==> src/rtl/axi2apb_pkg.sv <==
// Shared types for the AXI-Lite to APB bridge: bus widths, response codes,
// scheduler state encoding and the latched command.
package axi2apb_pkg;
   localparam int AXI_AW = 32;
   localparam int AXI_DW = 32;
   localparam int APB_AW = 16;

   typedef enum logic [1:0] {
      RESP_OKAY   = 2'b00,
      RESP_EXOKAY = 2'b01,
      RESP_SLVERR = 2'b10,
      RESP_DECERR = 2'b11
   } resp_e;

   typedef enum logic [2:0] {
      S_IDLE,
      S_ISSUE,
      S_WAIT,
      S_RSP_R,
      S_RSP_B
   } state_e;

   typedef struct packed {
      logic              write;
      logic [APB_AW-1:0] addr;
      logic [AXI_DW-1:0] wdata;
   } cmd_t;

   // Upper address bits must match the bridge window.
   function automatic logic addr_hit(input logic [AXI_AW-1:0] addr, input logic [15:0] base_hi);
      return addr[AXI_AW-1:APB_AW] == base_hi;
   endfunction
endpackage

==> src/rtl/axi2apb_arb_if.sv <==
// AXI-Lite slave channels plus the command/completion link to the APB engine.
// slave = scheduler side, master = AXI master / engine side.
interface axi2apb_arb_if;
   import axi2apb_pkg::*;

   logic [AXI_AW-1:0] ARADDR;
   logic              ARVALID, ARREADY;
   logic [AXI_AW-1:0] AWADDR;
   logic              AWVALID, AWREADY;
   logic [AXI_DW-1:0] WDATA;
   logic              WVALID, WREADY;
   logic [AXI_DW-1:0] RDATA;
   logic [1:0]        RRESP;
   logic              RVALID, RREADY;
   logic [1:0]        BRESP;
   logic              BVALID, BREADY;
   logic              cmd_valid, cmd_write, cmd_ready;
   logic [APB_AW-1:0] cmd_addr;
   logic [AXI_DW-1:0] cmd_wdata, cmd_rdata;
   logic              cmd_done, cmd_slverr, cmd_abort;

   modport slave (
      input  ARADDR, ARVALID, AWADDR, AWVALID, WDATA, WVALID, RREADY, BREADY,
      input  cmd_ready, cmd_done, cmd_rdata, cmd_slverr,
      output ARREADY, AWREADY, WREADY, RDATA, RRESP, RVALID, BRESP, BVALID,
      output cmd_valid, cmd_write, cmd_addr, cmd_wdata, cmd_abort
   );

   modport master (
      output ARADDR, ARVALID, AWADDR, AWVALID, WDATA, WVALID, RREADY, BREADY,
      output cmd_ready, cmd_done, cmd_rdata, cmd_slverr,
      input  ARREADY, AWREADY, WREADY, RDATA, RRESP, RVALID, BRESP, BVALID,
      input  cmd_valid, cmd_write, cmd_addr, cmd_wdata, cmd_abort
   );
endinterface

==> src/rtl/axi2apb_wdt.sv <==
// 8-bit transfer watchdog: cleared when a command is granted, counts while a
// transfer is outstanding, flags the TIMEOUT-th counted cycle.
module axi2apb_wdt #(
   parameter int TIMEOUT = 15
) (
   input  logic clk,
   input  logic rst_n,
   input  logic clr,
   input  logic en,
   output logic expired
);
   logic [7:0] cnt;

   always_ff @(posedge clk) begin
      if (!rst_n)                  cnt <= '0;
      else if (clr)                cnt <= '0;
      else if (en && cnt != 8'hFF) cnt <= cnt + 8'd1;
   end

   // cnt holds k-1 during the k-th cycle after the grant edge
   assign expired = (cnt == 8'(TIMEOUT - 1));
endmodule

==> src/rtl/axi2apb_arb.sv <==
// AR vs AW+W scheduler for the AXI-Lite to APB bridge: window decode, one
// command in flight, watchdog abort, R/B response return.
module axi2apb_arb
   import axi2apb_pkg::*;
#(
   parameter logic [15:0] BASE_HI   = 16'hA001,
   parameter int          TIMEOUT   = 15,
   parameter int          RD_STREAK = 4
) (
   input logic          ACLK,
   input logic          ARESETn,
   axi2apb_arb_if.slave bus
);
   state_e            state;
   logic [3:0]        streak;
   cmd_t              cmd_q;
   logic              cmd_valid_q, rvalid_q, bvalid_q;
   logic [AXI_DW-1:0] rdata_q;
   resp_e             rresp_q, bresp_q;

   logic              rd_cand, wr_cand, rd_win, wr_win, grant, dec_hit;
   logic [AXI_AW-1:0] gnt_addr;
   logic              wdt_expired, in_xfer, done_ok, abort, finish;
   resp_e             fin_resp;
   logic [AXI_DW-1:0] fin_rdata;

   assign rd_cand  = bus.ARVALID;
   assign wr_cand  = bus.AWVALID & bus.WVALID;
   // reads are preferred until the streak limit lets a waiting write through
   assign wr_win   = wr_cand & (~rd_cand | (streak == 4'(RD_STREAK)));
   assign rd_win   = rd_cand & ~wr_win;
   assign grant    = ARESETn & (state == S_IDLE) & (rd_win | wr_win);
   assign gnt_addr = wr_win ? bus.AWADDR : bus.ARADDR;
   assign dec_hit  = addr_hit(gnt_addr, BASE_HI);

   assign bus.ARREADY = grant & rd_win;
   assign bus.AWREADY = grant & wr_win;
   assign bus.WREADY  = grant & wr_win;

   // a completion in the expiry cycle beats the abort
   assign in_xfer   = (state == S_ISSUE) | (state == S_WAIT);
   assign done_ok   = (state == S_WAIT) & bus.cmd_done;
   assign abort     = in_xfer & wdt_expired & ~done_ok;
   assign finish    = done_ok | abort;
   assign fin_resp  = (done_ok & ~bus.cmd_slverr) ? RESP_OKAY : RESP_SLVERR;
   assign fin_rdata = done_ok ? bus.cmd_rdata : '0;

   axi2apb_wdt #(.TIMEOUT(TIMEOUT)) u_wdt (
      .clk     (ACLK),
      .rst_n   (ARESETn),
      .clr     (grant),
      .en      (in_xfer),
      .expired (wdt_expired)
   );

   always_ff @(posedge ACLK) begin
      if (!ARESETn) begin
         state       <= S_IDLE;
         streak      <= '0;
         cmd_q       <= '0;
         cmd_valid_q <= 1'b0;
         rvalid_q    <= 1'b0;
         rdata_q     <= '0;
         rresp_q     <= RESP_OKAY;
         bvalid_q    <= 1'b0;
         bresp_q     <= RESP_OKAY;
      end else begin
         unique case (state)
            S_IDLE: if (grant) begin
               streak      <= (rd_win & wr_cand) ? streak + 4'd1 : 4'd0;
               cmd_q.write <= wr_win;
               cmd_q.addr  <= gnt_addr[APB_AW-1:0];
               if (wr_win) cmd_q.wdata <= bus.WDATA;
               if (!dec_hit) begin
                  if (wr_win) begin
                     bvalid_q <= 1'b1;
                     bresp_q  <= RESP_SLVERR;
                     state    <= S_RSP_B;
                  end else begin
                     rvalid_q <= 1'b1;
                     rresp_q  <= RESP_SLVERR;
                     rdata_q  <= '0;
                     state    <= S_RSP_R;
                  end
               end else begin
                  cmd_valid_q <= 1'b1;
                  state       <= S_ISSUE;
               end
            end
            S_ISSUE, S_WAIT: begin
               if (finish) begin
                  cmd_valid_q <= 1'b0;
                  if (cmd_q.write) begin
                     bvalid_q <= 1'b1;
                     bresp_q  <= fin_resp;
                     state    <= S_RSP_B;
                  end else begin
                     rvalid_q <= 1'b1;
                     rresp_q  <= fin_resp;
                     rdata_q  <= fin_rdata;
                     state    <= S_RSP_R;
                  end
               end else if (state == S_ISSUE && bus.cmd_ready) begin
                  cmd_valid_q <= 1'b0;
                  state       <= S_WAIT;
               end
            end
            S_RSP_R: if (bus.RREADY) begin
               rvalid_q <= 1'b0;
               state    <= S_IDLE;
            end
            S_RSP_B: if (bus.BREADY) begin
               bvalid_q <= 1'b0;
               state    <= S_IDLE;
            end
            default: state <= S_IDLE;
         endcase
      end
   end

   assign bus.cmd_valid = cmd_valid_q;
   assign bus.cmd_write = cmd_q.write;
   assign bus.cmd_addr  = cmd_q.addr;
   assign bus.cmd_wdata = cmd_q.wdata;
   assign bus.cmd_abort = ARESETn & abort;
   assign bus.RDATA     = rdata_q;
   assign bus.RRESP     = rresp_q;
   assign bus.RVALID    = rvalid_q;
   assign bus.BRESP     = bresp_q;
   assign bus.BVALID    = bvalid_q;
endmodule

==> src/flat_wrapper.sv <==
// flat-port wrapper written by rule: the top's interface ports become plain ports
module axi2apb_arb_flat import axi2apb_pkg::*;
#(
   parameter logic [15:0] BASE_HI   = 16'hA001,
   parameter int          TIMEOUT   = 15,
   parameter int          RD_STREAK = 4
)
  (ACLK, ARESETn, bus_ARADDR, bus_ARVALID, bus_AWADDR, bus_AWVALID, bus_WDATA, bus_WVALID, bus_RREADY, bus_BREADY, bus_cmd_ready, bus_cmd_done, bus_cmd_rdata, bus_cmd_slverr, bus_ARREADY, bus_AWREADY, bus_WREADY, bus_RDATA, bus_RRESP, bus_RVALID, bus_BRESP, bus_BVALID, bus_cmd_valid, bus_cmd_write, bus_cmd_addr, bus_cmd_wdata, bus_cmd_abort);
  axi2apb_arb_if bus_i ();
  input logic ACLK;
  input logic ARESETn;
  input wire logic [$bits(bus_i.ARADDR)-1:0] bus_ARADDR;
  input wire logic [$bits(bus_i.ARVALID)-1:0] bus_ARVALID;
  input wire logic [$bits(bus_i.AWADDR)-1:0] bus_AWADDR;
  input wire logic [$bits(bus_i.AWVALID)-1:0] bus_AWVALID;
  input wire logic [$bits(bus_i.WDATA)-1:0] bus_WDATA;
  input wire logic [$bits(bus_i.WVALID)-1:0] bus_WVALID;
  input wire logic [$bits(bus_i.RREADY)-1:0] bus_RREADY;
  input wire logic [$bits(bus_i.BREADY)-1:0] bus_BREADY;
  input wire logic [$bits(bus_i.cmd_ready)-1:0] bus_cmd_ready;
  input wire logic [$bits(bus_i.cmd_done)-1:0] bus_cmd_done;
  input wire logic [$bits(bus_i.cmd_rdata)-1:0] bus_cmd_rdata;
  input wire logic [$bits(bus_i.cmd_slverr)-1:0] bus_cmd_slverr;
  output wire logic [$bits(bus_i.ARREADY)-1:0] bus_ARREADY;
  output wire logic [$bits(bus_i.AWREADY)-1:0] bus_AWREADY;
  output wire logic [$bits(bus_i.WREADY)-1:0] bus_WREADY;
  output wire logic [$bits(bus_i.RDATA)-1:0] bus_RDATA;
  output wire logic [$bits(bus_i.RRESP)-1:0] bus_RRESP;
  output wire logic [$bits(bus_i.RVALID)-1:0] bus_RVALID;
  output wire logic [$bits(bus_i.BRESP)-1:0] bus_BRESP;
  output wire logic [$bits(bus_i.BVALID)-1:0] bus_BVALID;
  output wire logic [$bits(bus_i.cmd_valid)-1:0] bus_cmd_valid;
  output wire logic [$bits(bus_i.cmd_write)-1:0] bus_cmd_write;
  output wire logic [$bits(bus_i.cmd_addr)-1:0] bus_cmd_addr;
  output wire logic [$bits(bus_i.cmd_wdata)-1:0] bus_cmd_wdata;
  output wire logic [$bits(bus_i.cmd_abort)-1:0] bus_cmd_abort;
  assign bus_i.ARADDR = bus_ARADDR;
  assign bus_i.ARVALID = bus_ARVALID;
  assign bus_i.AWADDR = bus_AWADDR;
  assign bus_i.AWVALID = bus_AWVALID;
  assign bus_i.WDATA = bus_WDATA;
  assign bus_i.WVALID = bus_WVALID;
  assign bus_i.RREADY = bus_RREADY;
  assign bus_i.BREADY = bus_BREADY;
  assign bus_i.cmd_ready = bus_cmd_ready;
  assign bus_i.cmd_done = bus_cmd_done;
  assign bus_i.cmd_rdata = bus_cmd_rdata;
  assign bus_i.cmd_slverr = bus_cmd_slverr;
  assign bus_ARREADY = bus_i.ARREADY;
  assign bus_AWREADY = bus_i.AWREADY;
  assign bus_WREADY = bus_i.WREADY;
  assign bus_RDATA = bus_i.RDATA;
  assign bus_RRESP = bus_i.RRESP;
  assign bus_RVALID = bus_i.RVALID;
  assign bus_BRESP = bus_i.BRESP;
  assign bus_BVALID = bus_i.BVALID;
  assign bus_cmd_valid = bus_i.cmd_valid;
  assign bus_cmd_write = bus_i.cmd_write;
  assign bus_cmd_addr = bus_i.cmd_addr;
  assign bus_cmd_wdata = bus_i.cmd_wdata;
  assign bus_cmd_abort = bus_i.cmd_abort;
  axi2apb_arb #(.BASE_HI(BASE_HI), .TIMEOUT(TIMEOUT), .RD_STREAK(RD_STREAK)) u_core (.ACLK(ACLK), .ARESETn(ARESETn), .bus(bus_i));
endmodule
==> config.mk <==
export PLATFORM = sky130hd
export DESIGN_NAME = axi2apb_arb_flat
export DESIGN_NICKNAME = d
export VERILOG_FILES = /design/src/rtl/axi2apb_pkg.sv /design/src/rtl/axi2apb_arb_if.sv /design/src/rtl/axi2apb_wdt.sv /design/src/rtl/axi2apb_arb.sv /design/src/flat_wrapper.sv
export SDC_FILE = /design/constraint.sdc
export NUM_CORES = 1
export LEC_CHECK = 0
export CAP_MARGIN = 20
export CORE_ASPECT_RATIO = 2
export CORE_UTILIZATION = 41
export DETAILED_ROUTE_END_ITERATION = 6
export PLACE_DENSITY_LB_ADDON = 0.25
export SLEW_MARGIN = 20
export SYNTH_ARGS = -nofsm -noshare
export SYNTH_HDL_FRONTEND = slang
export SYNTH_SLANG_ARGS = --single-unit
==> constraint.sdc <==
create_clock -name ACLK -period 4.1 [get_ports ACLK]
set_input_delay 0.615 -clock ACLK [delete_from_list [all_inputs] [get_ports ACLK]]
set_output_delay 0.615 -clock ACLK [all_outputs]
set_load 0.02 [all_outputs]
==> results of run 1 <==
## logic make-up (layout without fill, tap and decap cells)
logic type | count (synthesis) | after routing | share of synthesized area, %
simple gates | 230 | 230 | 24.3
flops | 101 | 101 | 45.7
compound gates | 86 | 86 | 10.9
mux | 50 | 50 | 11.3
buf+inv | 47 | 257 | 5.35
xor+xnor | 6 | 6 | 1.19
fa+ha+maj | 4 | 4 | 1.13
other cells | 1 | 2 | 0.0848
## final timing paths
check               startpoint             endpoint  slack [ns]  cells after the start
max reg2reg   u_core.streak[0]  u_core.bus.RDATA[0]        1.64                     10
max                bus_AWVALID          bus_AWREADY        0.76                      7
min          u_core.bus.RVALID    u_core.bus.RVALID        0.46                      2
min reg2reg  u_core.bus.RVALID    u_core.bus.RVALID        0.46                      2
## state kept, by name, summed over array words and instances (netlist names), 3 cells and up
register	count
u_core.bus.cmd_wdata	32
u_core.state	3
u_core.u_wdt.cnt	8
u_core.bus.cmd_addr	16
u_core.streak	4
u_core.bus.RDATA	32
## critical path, cell delays in order
cell and delay, ns:
clkdlybuf4s50_1 0.47, and2_1 0.14, o21ai_0 0.14, nor2_1 0.12, nand2_1 0.10, inv_2 0.42
clkdlybuf4s50_1 0.71
## layer usage
layer  track usage, %  routed length [um]
met5                0                   0
met4             13.1                 574
met3             4.32                 743
met2             45.5                7690
met1             22.7                4510
## final cells by class
| type | instances | area (um^2) |
|---|---|---|
| Inverter | 6 | 22.5 |
| Sequential cell | 101 | 2020 |
| Multi-Input combinational cell | 378 | 2190 |
| Clock inverter | 5 | 35.0 |
| Timing Repair Buffer | 236 | 2330 |
| Fill cell | 892 | 3460 |
| Tap cell | 137 | 171 |
| Clock buffer | 10 | 239 |
## synth_stat cells (all sizes together) (3+ instances only)
master,count
nand4,3
nor2,21
and3,3
ha,4
nand2,110
nor4,3
xor2,3
mux2i,50
o21ai,26
xnor2,3
nand3b,3
or3,3
buf,18
and2,4
a21oi,47
dfxtp,101
nor4b,6
nand3,56
inv,6
nand2b,4
nor3,4
clkbuf,23
## stage by stage
stage	instance area [um^2]	hold slack (ns)	setup WS, ns	instances	util, %
3_3_place_gp	6740	0.441	0.756	858	64.3
6_report	7010	0.457	0.762	873	66.9
2_1_floorplan	4420	0.452	1.62	526	-
4_1_cts	7010	0.459	0.747	873	66.9
3_5_place_dp	6740	0.449	0.739	858	64.3
5_1_grt	7010	0.474	0.577	873	66.9
## where the power goes
part	leakage [nW]	switching, mW	internal [mW]
clock	0.135	0.363	0.426
combinational	1.60	0.509	0.496
sequential	0.819	0.0870	1.08
total	2.56	0.958	2.00
==> metrics, run 1 <==
status complete, no violations; slew at the pin closest to its max-slew limit around 0.86 ns; slew margin rel. between 40% and 50%; cts repair resizes 0; largest cells by area after synthesis dfxtp_1 46%, mux2i_1 11%, nand2_1 9.3%; peak supply drop approximately 0.26 mV; chip width 75.4 um; synthesis-to-finish area growth 58.7%; largest net degree at the start of global routing 92; detailed placement HPWL 10300 um; final hold violation count 0; Hold Buf Count CTS 0; Pwr Density 422 mW/mm^2; First DRT Iteration DRCs around 220; CTS sink count 101; Avg Inst Size Synth ~8.4 um^2; Post-Syn Area 0.00442 mm^2; Yosys top cell area share 45.7%; Global Route Usage Sum 23.9%; DRC violations left 0; row cnt 53; max_cap viols 0; Clock Skew 0.00651 ns; die height 149 um; ys async rst share 0%; ANT nets after route 0; nature of the critical path startpoint input port; grt ovf 0; total number of vias 4559; number of port buffers 227; core box area 0.0105 mm^2; crit path max fanout 34; flip-flop and latch count after synthesis 101; final worst path period share 81.4%; Crit Path Class input port to output port; Final min period around 3.3 ns; clk_lat worst skew 0.34 ns; diode count 0; routability cong. 0.870; Setup violations, final 0; clk slew on worst S/H paths 0.06 ns; DRT Pass-1 Iters 6; # nets final around 870; final wirelength 13500 um; RSZ-0062 raised after global routing false; commonest non-fill, non-tap cell in the layout clkdlybuf4s50_1; FMAX 0.300 GHz; Root Driver clkbuf_16; layout cell share with drive strength beyond 1 4.89%; Post-synth EDFFs 0; post-synth cell types 50; sequential area share after synthesis a little under half; first-pass GRT wire length 20600 um; worst path arrival time ~2.7 ns; TNS Setup 0 ns; highest-count cells in the layout ignoring fill and taps 226 x clkdlybuf4s50_1, 110 x nand2_1, 101 x dfxtp_1, 55 x nand3_1, 50 x mux2i_1; Via-to-Cell Ratio 5.22; P_leak 2.56 nW; clk buf depth 2; initial antenna violation count 0; dominant cell type by area after synthesis dfxtp_1; CTS buffer count 9; Post-CTS Setup Repair Bufs 0; htree depth 3; vias in the first global route approximately 4500; Min-Delay Path Class register to register; Setup crit end kind output port; Critical Path RT 3.48 ns; Post-Synthesis Cells 525; CTS tree built; die footprint 0.0112 mm^2; main flop type after synthesis dfxtp_1; Final Max Slew Viols 0; Initial Utilization roughly 42%; wire per inst 15.5 um; total power 2.96 mW; Ys Warns 0; # IOs 230
Note: power is estimated with default switching activity, not from simulation.
==> run 2: changes to the inputs <==
--- a/config.mk
+++ b/config.mk
@@ -7,7 +7,7 @@
 export LEC_CHECK = 0
 export CAP_MARGIN = 20
 export CORE_ASPECT_RATIO = 2
-export CORE_UTILIZATION = 41
+export CORE_UTILIZATION = 36
 export DETAILED_ROUTE_END_ITERATION = 6
 export PLACE_DENSITY_LB_ADDON = 0.25
 export SLEW_MARGIN = 20
==> constraint.sdc (replaced) <==
create_clock -name ACLK -period 2.8 [get_ports ACLK]
set_input_delay 0.42 -clock ACLK [delete_from_list [all_inputs] [get_ports ACLK]]
set_output_delay 0.42 -clock ACLK [all_outputs]
set_load 0.02 [all_outputs]
==> metrics, run 2 (synthesized netlist as in run 1, its figures left out) <==
status complete, no violations; area of the multi-input gates between 0.002 and 0.0025 mm^2; core box area approximately 0.012 mm^2; grt ovf 0; Critical path origin bus_cmd_done; Global Route Usage Sum 20.9%; clk buf depth 2; Final Non-Filler Cells 887; CTS sink count a little over 100; final hold violation count 0; Worst Path Buf+Inv 2; Initial Utilization between 30% and 40%; chip width 80.4 um; Setup WS post-layout 0.0969 ns; final worst path period share 96.5%; slew at the pin closest to its max-slew limit 0.707 ns; Critical Path RT 2.38 ns; die footprint around 0.013 mm^2; DRC violations left 0; row cnt 56; die height 159 um; CP top delay family buffers and inverters; htree depth 3; Root Driver clkbuf_16; synthesis-to-finish area growth 61.2%; filler instances approximately 1100; largest net degree at the start of global routing 75; CTS tree built; RSZ-0062 raised after global routing false; diode count 0; P_leak 2.60 nW; first-pass GRT wire length 20900 um; Pwr Density 638 mW/mm^2; First DRT Iteration DRCs 186; TNS Setup 0 ns; Min-Delay Path Class register to register; Crit Path Class input port to output port; initial antenna violation count 0; # nets final roughly 900; register area between 0.002 and 0.0025 mm^2; peak supply drop 0.390 mV; Final Max Slew Viols 0; Post-CTS Setup Repair Bufs 0; Setup crit end kind output port; CP Depth 5; clk slew on worst S/H paths 0.06 ns; ANT nets after route 0; commonest non-fill, non-tap cell in the layout clkdlybuf4s50_1; Critical-path top delay cell clkdlybuf4s50_1; Clock Skew 0.00934 ns; utilization after layout between 60 and 70%; Hold Buf Count CTS 0; Setup violations, final 0; pre-CTS WS about 0.085 ns; Final min period 2.70 ns; cell depth of the worst flop-to-flop path 10; wire per inst 14.9 um; fin area 0.00712 mm^2; RR Startpoint u_core.streak[0]; slowest stage delay, CP 0.61 ns; routability cong. 0.799; DRT Pass-1 Iters 5; slew margin rel. 52.9%; Critical Path Sink bus_cmd_abort; nature of the critical path startpoint input port; cts repair resizes 0; crit path max fanout 2; final wirelength approximately 13000 um; detailed placement HPWL between 10000 and 15000 um; total number of vias 4465; reg-to-reg slack, setup 0.62 ns; CP Cell Sequence clkdlybuf4s50_1, or3b_2, a21oi_1, and3_1, clkdlybuf4s50_1; CTS buffer count 9; vias in the first global route 4423; FMAX between 0.3 and 0.4 GHz; placed cells roughly 870; layout cell share with drive strength beyond 1 5.53%; max_cap viols 0; Most common cell on crit path clkdlybuf4s50_1; # IOs 230; RR Endpoint u_core.bus.RDATA[10]; clk_lat worst skew 0.34 ns; highest-count cells in the layout ignoring fill and taps 226 x clkdlybuf4s50_1, 110 x nand2_1, 101 x dfxtp_1, 55 x nand3_1, 50 x mux2i_1; Placement Cell Area 0.00680 mm^2; WHS Path Cells 2; Via-to-Cell Ratio 5.03; number of port buffers 227; worst path arrival time 2.28 ns
run 2: worst register-to-register path, cell delays in order, from the launching register on:
cell and delay [ns]:
dfxtp_1 0.41, inv_1 0.07, ha_1 0.20, nand3b_1 0.15
a21oi_2 0.10, buf_4 0.19, a21oi_1 0.22, nand2_1 0.15
nand3_2 0.15, buf_12 0.25, mux2i_1 0.22
run 2: how the worst min path moves through the flow:
| stage | to | start |
|---|---|---|
| 2_1_floorplan | u_core.streak[3] | u_core.streak[3] |
| 3_3_place_gp | u_core.bus.cmd_wdata[7] | u_core.bus.cmd_wdata[7] |
| 3_5_place_dp | u_core.bus.cmd_wdata[11] | u_core.bus.cmd_wdata[11] |
| 4_1_cts | u_core.bus.cmd_wdata[11] | u_core.bus.cmd_wdata[11] |
| 5_1_grt | u_core.bus.cmd_wdata[11] | u_core.bus.cmd_wdata[11] |
| 6_report | u_core.bus.cmd_wdata[17] | u_core.bus.cmd_wdata[17] |
run 2: layer usage:
layer	part of all wire, %	up-vias	GRT usage, %	routed length, um
li1	-	2224	-	-
met5	0	-	0	0
met1	36	2041	20.7	4700
met3	5.3	30	4.66	701
met2	56	170	39.0	7320
met4	3.5	0	9.90	466
run 2: report_power, final:
| part | switching (mW) | total [mW] | leakage, nW | internal, mW |
|---|---|---|---|---|
| clock network | 0.546 | 1.34 | 0.151 | 0.793 |
| logic | 0.770 | 1.53 | 1.63 | 0.757 |
| registers | 0.0987 | 1.68 | 0.819 | 1.58 |
| total | 1.41 | 4.55 | 2.60 | 3.13 |
run 2: per-stage QoR:
step                      hold slack, ns  power (mW)
after floorplan                    0.452        2.65
after global placement             0.441        3.22
after detailed placement           0.446        3.24
after CTS                          0.457        4.59
after global routing               0.475        4.78
final                              0.455        4.55
run 2: cell type report:
type	count	share of cell area, %
timing repair buffer	241	33.5
clock buffer	10	3.21
tap	145	2.55
sequential	101	28.4
multi-input combinational	378	30.7
inverter	6	0.316
clock inverter	6	1.33
